[config.mk]
export PLATFORM = sky130hd
export DESIGN_NAME = pe_col_dispatch
export DESIGN_NICKNAME = d
export VERILOG_FILES = /design/src/rtl/diff_core_pkg.sv /design/src/rtl/diff_sync_fifo.sv /design/src/rtl/pe_col_dispatch.sv
export SDC_FILE = /design/constraint.sdc
export NUM_CORES = 1
export LEC_CHECK = 0
export CAP_MARGIN = 20
export CORE_ASPECT_RATIO = 1.5
export CORE_MARGIN = 2
export CORE_UTILIZATION = 40
export DETAILED_ROUTE_END_ITERATION = 10
export DONT_BUFFER_PORTS = 1
export PLACE_DENSITY = 0.59
export SETUP_SLACK_MARGIN = 0.15
export SLEW_MARGIN = 40
export SYNTH_ARGS = -nofsm -noshare
export SYNTH_HDL_FRONTEND = slang
export SYNTH_SLANG_ARGS = --single-unit
[constraint.sdc]
create_clock -name clk -period 6.5 [get_ports clk]
set_clock_uncertainty 0.1 [all_clocks]
set_input_delay 0.325 -clock clk [delete_from_list [all_inputs] [get_ports clk]]
set_output_delay 0.325 -clock clk [all_outputs]
set_load 0.05 [all_outputs]
[src/rtl/diff_core_pkg.sv]
`default_nettype none
// ============================================================================
// Package     : diff_core_pkg
// Description : Shared types for the diff-activation column path: the output
//               handshake state encoding, the tagged-group record, and a lane
//               nonzero test that honours 4-bit mode.
// Revision    : 1.0 - initial release
// ============================================================================
package diff_core_pkg;

  // Activation lane width carried in the tagged-group record
  localparam int DC_ACT_W = 8;
  // Activations per diff group
  localparam int DC_LANES = 6;

  // Output handshake state, explicit 2-bit encoding
  typedef logic [1:0] out_state_t;
  localparam out_state_t O_EMPTY    = 2'd0;
  localparam out_state_t O_OFFER    = 2'd1;
  localparam out_state_t O_WAIT_FIN = 2'd2;

  // One buffered group with its tags; guard_map[5] belongs to lane 0
  typedef struct packed {
    logic [DC_LANES-1:0]          guard_map;
    logic                         is_odd_row;
    logic                         end_of_row;
    logic [DC_LANES*DC_ACT_W-1:0] act;
  } col_tag_t;

  // In 4-bit mode only the low nibble carries the value, so upper bits are ignored
  function automatic logic lane_nonzero(input logic [DC_ACT_W-1:0] lane,
                                        input logic              bit4_mode);
    logic nz;
    if (bit4_mode) nz = (lane[3:0] != 4'd0);
    else           nz = (lane != '0);
    return nz;
  endfunction

endpackage
`default_nettype wire

[src/rtl/diff_sync_fifo.sv]
`default_nettype none
// ============================================================================
// Module      : diff_sync_fifo
// Description : Generic single-clock FIFO with occupancy count. The head entry
//               is presented combinationally on rd_data. DEPTH must be a
//               power of two so the pointers wrap without extra logic.
// Revision    : 1.0 - initial release
// ============================================================================
module diff_sync_fifo #(
  parameter int WIDTH = 8,
  parameter int DEPTH = 2
) (
  input  logic                       clk,
  input  logic                       rst,
  input  logic                       push,
  input  logic [WIDTH-1:0]           wr_data,
  input  logic                       pop,
  output logic [WIDTH-1:0]           rd_data,
  output logic [$clog2(DEPTH+1)-1:0] count
);

  localparam int PTR_W = $clog2(DEPTH);
  localparam int CNT_W = $clog2(DEPTH+1);

  logic [WIDTH-1:0] mem_q [DEPTH];
  logic [PTR_W-1:0] wr_ptr_q, wr_ptr_d;
  logic [PTR_W-1:0] rd_ptr_q, rd_ptr_d;
  logic [CNT_W-1:0] count_q, count_d;
  logic             do_push, do_pop;

  // Qualify requests against occupancy and advance pointers/count
  always_comb begin
    do_push  = push && (count_q != CNT_W'(DEPTH));
    do_pop   = pop && (count_q != '0);
    wr_ptr_d = wr_ptr_q;
    rd_ptr_d = rd_ptr_q;
    count_d  = count_q;
    if (do_push) wr_ptr_d = wr_ptr_q + PTR_W'(1);
    if (do_pop)  rd_ptr_d = rd_ptr_q + PTR_W'(1);
    if (do_push && !do_pop)      count_d = count_q + CNT_W'(1);
    else if (do_pop && !do_push) count_d = count_q - CNT_W'(1);
  end

  // Pointer and occupancy registers
  always_ff @(posedge clk or posedge rst) begin
    if (rst) begin
      wr_ptr_q <= '0;
      rd_ptr_q <= '0;
      count_q  <= '0;
    end else begin
      wr_ptr_q <= wr_ptr_d;
      rd_ptr_q <= rd_ptr_d;
      count_q  <= count_d;
    end
  end

  // Storage array; contents are meaningless while count is zero, so no reset
  always_ff @(posedge clk) begin
    if (do_push) mem_q[wr_ptr_q] <= wr_data;
  end

  assign rd_data = mem_q[rd_ptr_q];
  assign count   = count_q;

endmodule
`default_nettype wire

[src/rtl/pe_col_dispatch.sv]
`default_nettype none
// ============================================================================
// Module      : pe_col_dispatch
// Description : Feeds one PE column controller. Builds the per-group nonzero
//               guard map, tags row parity / end-of-row, buffers tagged groups
//               and offers them with valid/ready, then holds the dispatched
//               group's activations until the controller pulses finish.
//               ACT_W must equal diff_core_pkg::DC_ACT_W.
// Revision    : 1.0 - initial release
// ============================================================================
module pe_col_dispatch
  import diff_core_pkg::*;
#(
  parameter int ACT_W       = 8,
  parameter int MAX_ROW_GRP = 64,
  parameter int FIFO_DEPTH  = 2
) (
  input  logic                             clk,
  input  logic                             rst,
  input  logic                             cfg_start,
  input  logic                             cfg_bit_mode,
  input  logic                             cfg_kernal_mode,
  input  logic [$clog2(MAX_ROW_GRP+1)-1:0] cfg_row_grp,
  output logic                             cfg_err,
  input  logic                             in_valid,
  output logic                             in_ready,
  input  logic [6*ACT_W-1:0]               in_act,
  output logic                             valid,
  input  logic                             ready,
  input  logic                             finish,
  output logic                             bit_mode_o,
  output logic                             kernal_mode_o,
  output logic [5:0]                       guard_map_o,
  output logic                             is_odd_row_o,
  output logic                             end_of_row_o,
  output logic [6*ACT_W-1:0]               act_data_o,
  output logic                             busy,
  output logic [15:0]                      zero_grp_cnt
);

  localparam int RG_W  = $clog2(MAX_ROW_GRP+1);
  localparam int CNT_W = $clog2(FIFO_DEPTH+1);

  // Configuration and row tracking
  logic             cfg_loaded_q, cfg_loaded_d;
  logic             bit_mode_q, bit_mode_d;
  logic             kernal_mode_q, kernal_mode_d;
  logic [RG_W-1:0]  row_grp_q, row_grp_d;
  logic [RG_W-1:0]  col_cnt_q, col_cnt_d;
  logic             odd_q, odd_d;
  logic             cfg_err_q, cfg_err_d;

  // Output side
  out_state_t       state_q, state_d;
  logic [6*ACT_W-1:0] act_q, act_d;
  logic [5:0]       guard_q, guard_d;
  logic             odd_row_q, odd_row_d;
  logic             eor_q, eor_d;
  logic [15:0]      zero_cnt_q, zero_cnt_d;

  // FIFO interface
  col_tag_t         new_tag;
  col_tag_t         head_tag;
  logic [CNT_W-1:0] fifo_count;
  logic             push, pop;
  logic [RG_W-1:0]  last_col;

  // Input acceptance uses only the registered count, so a same-cycle pop never frees a slot
  always_comb begin
    busy     = (fifo_count != '0) || (state_q == O_WAIT_FIN);
    in_ready = cfg_loaded_q && (fifo_count < CNT_W'(FIFO_DEPTH));
    push     = in_valid && in_ready;
    last_col = (row_grp_q == '0) ? '0 : (row_grp_q - RG_W'(1));
  end

  // Tag the incoming group; lane 0 lands in the guard MSB so lanes are visited 0..5
  always_comb begin
    new_tag = '0;
    for (int i = 0; i < 6; i++) begin
      new_tag.guard_map[5-i] = lane_nonzero(in_act[i*ACT_W +: ACT_W], bit_mode_q);
    end
    new_tag.is_odd_row = odd_q;
    new_tag.end_of_row = (col_cnt_q == last_col);
    new_tag.act        = in_act;
  end

  // Config latch (only when idle) and per-row column/parity tracking
  always_comb begin
    cfg_loaded_d  = cfg_loaded_q;
    bit_mode_d    = bit_mode_q;
    kernal_mode_d = kernal_mode_q;
    row_grp_d     = row_grp_q;
    col_cnt_d     = col_cnt_q;
    odd_d         = odd_q;
    cfg_err_d     = cfg_start && busy;
    if (cfg_start && !busy) begin
      cfg_loaded_d  = 1'b1;
      bit_mode_d    = cfg_bit_mode;
      kernal_mode_d = cfg_kernal_mode;
      row_grp_d     = cfg_row_grp;
      col_cnt_d     = '0;
      odd_d         = 1'b1;
    end else if (push) begin
      if (col_cnt_q == last_col) begin
        col_cnt_d = '0;
        odd_d     = ~odd_q;
      end else begin
        col_cnt_d = col_cnt_q + RG_W'(1);
      end
    end
  end

  // Config and row-tracking registers
  always_ff @(posedge clk or posedge rst) begin
    if (rst) begin
      cfg_loaded_q  <= 1'b0;
      bit_mode_q    <= 1'b0;
      kernal_mode_q <= 1'b0;
      row_grp_q     <= '0;
      col_cnt_q     <= '0;
      odd_q         <= 1'b1;
      cfg_err_q     <= 1'b0;
    end else begin
      cfg_loaded_q  <= cfg_loaded_d;
      bit_mode_q    <= bit_mode_d;
      kernal_mode_q <= kernal_mode_d;
      row_grp_q     <= row_grp_d;
      col_cnt_q     <= col_cnt_d;
      odd_q         <= odd_d;
      cfg_err_q     <= cfg_err_d;
    end
  end

  diff_sync_fifo #(
    .WIDTH ($bits(col_tag_t)),
    .DEPTH (FIFO_DEPTH)
  ) u_fifo (
    .clk     (clk),
    .rst     (rst),
    .push    (push),
    .wr_data (new_tag),
    .pop     (pop),
    .rd_data (head_tag),
    .count   (fifo_count)
  );

  // Output handshake: offer head, capture it on accept, hold until finish
  always_comb begin
    state_d    = state_q;
    pop        = 1'b0;
    act_d      = act_q;
    guard_d    = guard_q;
    odd_row_d  = odd_row_q;
    eor_d      = eor_q;
    zero_cnt_d = zero_cnt_q;
    case (state_q)
      O_EMPTY: begin
        // A push this cycle lands in the FIFO at the edge, so offer right after
        if ((fifo_count != '0) || push) state_d = O_OFFER;
      end
      O_OFFER: begin
        if (ready) begin
          pop       = 1'b1;
          act_d     = head_tag.act;
          guard_d   = head_tag.guard_map;
          odd_row_d = head_tag.is_odd_row;
          eor_d     = head_tag.end_of_row;
          if ((head_tag.guard_map == 6'd0) && (zero_cnt_q != 16'hFFFF))
            zero_cnt_d = zero_cnt_q + 16'd1;
          state_d = O_WAIT_FIN;
        end
      end
      O_WAIT_FIN: begin
        if (finish) state_d = ((fifo_count != '0) || push) ? O_OFFER : O_EMPTY;
      end
      default: state_d = O_EMPTY;
    endcase
  end

  // Output-side registers
  always_ff @(posedge clk or posedge rst) begin
    if (rst) begin
      state_q    <= O_EMPTY;
      act_q      <= '0;
      guard_q    <= '0;
      odd_row_q  <= 1'b0;
      eor_q      <= 1'b0;
      zero_cnt_q <= '0;
    end else begin
      state_q    <= state_d;
      act_q      <= act_d;
      guard_q    <= guard_d;
      odd_row_q  <= odd_row_d;
      eor_q      <= eor_d;
      zero_cnt_q <= zero_cnt_d;
    end
  end

  // Tag outputs follow the FIFO head while offering and the captured copy while in flight
  always_comb begin
    valid        = (state_q == O_OFFER);
    guard_map_o  = '0;
    is_odd_row_o = 1'b0;
    end_of_row_o = 1'b0;
    case (state_q)
      O_OFFER: begin
        guard_map_o  = head_tag.guard_map;
        is_odd_row_o = head_tag.is_odd_row;
        end_of_row_o = head_tag.end_of_row;
      end
      O_WAIT_FIN: begin
        guard_map_o  = guard_q;
        is_odd_row_o = odd_row_q;
        end_of_row_o = eor_q;
      end
      default: ;
    endcase
  end

  assign cfg_err       = cfg_err_q;
  assign bit_mode_o    = bit_mode_q;
  assign kernal_mode_o = kernal_mode_q;
  assign act_data_o    = act_q;
  assign zero_grp_cnt  = zero_cnt_q;

endmodule
`default_nettype wire
==> flow_summary.toml <==
[route]
routed-via-count = 5153
avgRoutedWirePerCell_microns = 19.26
routed_wl_mm = 18.76
ant_nets = 0
drt_iter0_drc = 234
detail_route.first_pass.iterations = 4
vias_per_cell = 5.291
drc = 0

[floorplan]
ioPinCount = 141
die_area_sq_um = 22430
die_y_microns = 182.4
row_count = 65
coreArea_sq_um = 20900
die_x_microns = 123.0
initial_core_util = 0.4062

[power_and_ir_drop]
p_per_area_nw_per_um2 = 499.8
leakage_uw = 0.003847
ir_drop_v = 0.0003375

[worst_setup_path]
cp.arrival_ns = 3.72
endpoint_kind = "flop"
path_buf_inv = 2
path_max_fanout = 40
r2r-end = "zero_grp_cnt[8]"
reg2reg_slack_ns = 3.03
crit_family = "simple AND/OR/NAND/NOR gates"
ff2ff_path_depth = 9
critical_path_class = "reg2reg"
max_stage_delay_ns = 0.59
cp_data_required_time_ns = 6.76
slowest_stage = "ha_1"
r2r_start = "state_q[1]"
path_cells = "inv_1 > ha_1 > and2_4 > buf_12 > nand2_1 > or3_1 > nor3b_1 > nand4_1 > xnor2_1"
startpoint_type = "flop"

[global_route]
grt_pass1_vias = 5441
grt_max_degree = 63
grt_pass1_wl_mm = 28.80
gr-total-overflow = 0
antenna_found_initial = 1
grtUsageTotal = 0.1661

[place]
place_ws_ns = 2.829
portBuffers = 0
hpwl_mm = 12.26
placed_area_sq_um = 8823
numPlacedInstances = 876
gp_congestion = 0.8074

[logic_synthesis]
ys_ff_latch = 209
ys.flop_type = "edfxtp_1"
synth_warnings = 0
yosysUniqueCellTypes = 54
async_flop_share = 0.4641
synth_fp_nets = 704
syn-cell-area_sq_um = 8491
syn_inst = 633
synth_edf_count = 112
syn_avg_cell_area_sq_um = 13.41
ys_seq_area_frac = 0.6821

[timing]
hold_viol = 0
finalWorstSetupSlack_ns = 3.031
max_clock_freq_ghz = 0.2883
post-route-period-util = 0.5336
post-route-min-period_ns = 3.469
fin_tns_setup_ns = 0
final-setup-viol-count = 0
slew_violations = 0
rsz0062_at_grt = "no"
slew_headroom = 0.4558
worstMarginPinSlew_ns = 0.8163

[clock_network]
clk_pin_slew_ns = 0.06
max-clock-path-buffers = 3
cts_tree = "built"
cts_sinks = 209
post_cts_resized = 0
cts-root-buf = "clkbuf_16"
insertion_delay_ns = 0.49
cts_buffers = 21
htreeDepth = 1

[hold_path]
hold_end = "u_fifo.mem_q[1][50]"
holdCritStartpoint = "in_act[43]"
min_path_cells = 2
holdCritPathClass = "in2reg"

[layout]
final_common_cell = "edfxtp_1"
postLayoutCellArea_sq_um = 10120
fin_nets = 762
final_cell_mix = "112 x edfxtp_1, 94 x dfrtp_1, 65 x nor2_1"
drive_gt1_frac = 0.09220
area_delta_synth_final_pct = 19.17
layout.cells.non_filler = 974

[job]
maxCapViolations = 0

[status]
outcome = "completed"
-- worst reg2reg max path, cell delays in order (launching register included) --
cell and delay (ns):
dfrtp_1 0.42, inv_1 0.10, ha_1 0.59, and2_4 0.51
buf_12 0.25, nand2_1 0.10, or3_1 0.38, nor3b_1 0.54
nand4_1 0.19, xnor2_1 0.17
-- flip-flops by register name, summed over array words and instances (netlist names) --
register	cells
row_grp_q	7
act_data_o	48
col_cnt_q	7
u_fifo.mem_q	112
eor_q	1
u_fifo.rd_ptr_q	1
zero_grp_cnt	16
u_fifo.wr_ptr_q	1
state_q	2
odd_row_q	1
u_fifo.count	2
guard_q	6
kernal_mode_o	1
cfg_err	1
odd_q	1
cfg_loaded_q	1
bit_mode_o	1
-- metal layers --
metal	global-route usage	part of all wire
met4	0.06529	0.032
met1	0.1791	0.37
met5	0	0
met3	0.04344	0.073
met2	0.3032	0.53
-- cells in the mapped netlist, drive strengths merged, types with 2 or more instances --
master | n | area, sq um
edfxtp | 112 | 3363
mux2 | 12 | 135.1
nor4 | 14 | 87.58
o31ai | 2 | 15.01
a31oi | 2 | 12.51
clkbuf | 20 | 75.07
a211o | 2 | 17.52
o21ai | 28 | 140.1
mux2i | 56 | 560.5
nor2b | 4 | 25.02
o2111ai | 2 | 17.52
and2 | 10 | 62.56
nand4 | 4 | 25.02
or2 | 2 | 12.52
a22oi | 2 | 15.01
o311a | 2 | 20.02
nor3b | 2 | 15.01
xnor2 | 17 | 148.9
nand3 | 9 | 45.04
and3 | 10 | 62.56
or4b | 2 | 20.02
a311oi | 2 | 17.52
and4 | 3 | 26.28
buf | 12 | 57.56
nor2 | 66 | 247.7
nor3 | 8 | 45.04
dfrtp | 96 | 2402
ha | 8 | 100.1
xor2 | 8 | 70.07
inv | 13 | 48.80
o221ai | 2 | 17.52
a21boi | 2 | 15.01
nand2 | 22 | 82.58
nand2b | 4 | 32.53
a21oi | 59 | 295.3
-- cell families after synthesis --
kind of cell,share of synthesized area
multiplexers,0.08193
AND/OR/NAND/NOR,0.09667
AO/OA/AOI/OAI,0.08031
XOR/XNOR,0.02579
buffers and inverters,0.02137
flip-flops,0.6821
adder cells (fa/ha/maj),0.01179
-- how the worst max path moves through the flow --
| stage | cells past startpoint | slack (ns) | end | startpoint |
|---|---|---|---|---|
| CTS | 9 | 2.82 | zero_grp_cnt[13] | state_q[1] |
| finish | 9 | 3.03 | zero_grp_cnt[8] | state_q[1] |
| floorplan | 4 | 1.99 | u_fifo.mem_q[0][0] | u_fifo.count[1] |
| detailed placement | 9 | 2.83 | zero_grp_cnt[13] | state_q[1] |
| global placement | 8 | 2.63 | zero_grp_cnt[7] | state_q[1] |
| global route | 9 | 2.77 | zero_grp_cnt[8] | state_q[1] |
-- repair_timing --
action / 4_1_cts / 5_1_grt
endpoints found under the setup margin: 0 / 0
buffers inserted: 0 / 0
endpoints found under the hold margin: 147 / 0
hold buffers: 60 / 0
-- cell type report --
class                           instances  area, sq um
Fill cell                            1778        10780
Sequential cell                       209         5797
Multi-Input combinational cell        379         2540
Timing Repair Buffer                   67        706.9
Clock buffer                           31        603.1
Tap cell                              268        335.3
Clock inverter                          6        82.58
Inverter                               13        51.30
Antenna cell                            1        2.502
-- power by group --
| group | leakage (uW) | internal (uW) | total (uW) | switching (uW) |
|---|---|---|---|---|
| Clock | 0.000335 | 720 | 1190 | 469 |
| Combinational | 0.00136 | 473 | 1240 | 767 |
| Sequential | 0.00215 | 1780 | 2630 | 845 |
| Total | 0.00385 | 2980 | 5060 | 2080 |
-- stage by stage --
step / power (uW) / util / hold WS (ns)
floorplan: 3525 / - / 0.3239
global placement: 3781 / 0.4178 / 0.1318
detailed placement: 3876 / 0.4221 / 0.1404
CTS: 5112 / 0.4837 / 0.003340
global route: 5333 / 0.4841 / 0.02684
finish: 5057 / 0.4841 / 0.02498
Power figures use the tool's default switching activity.
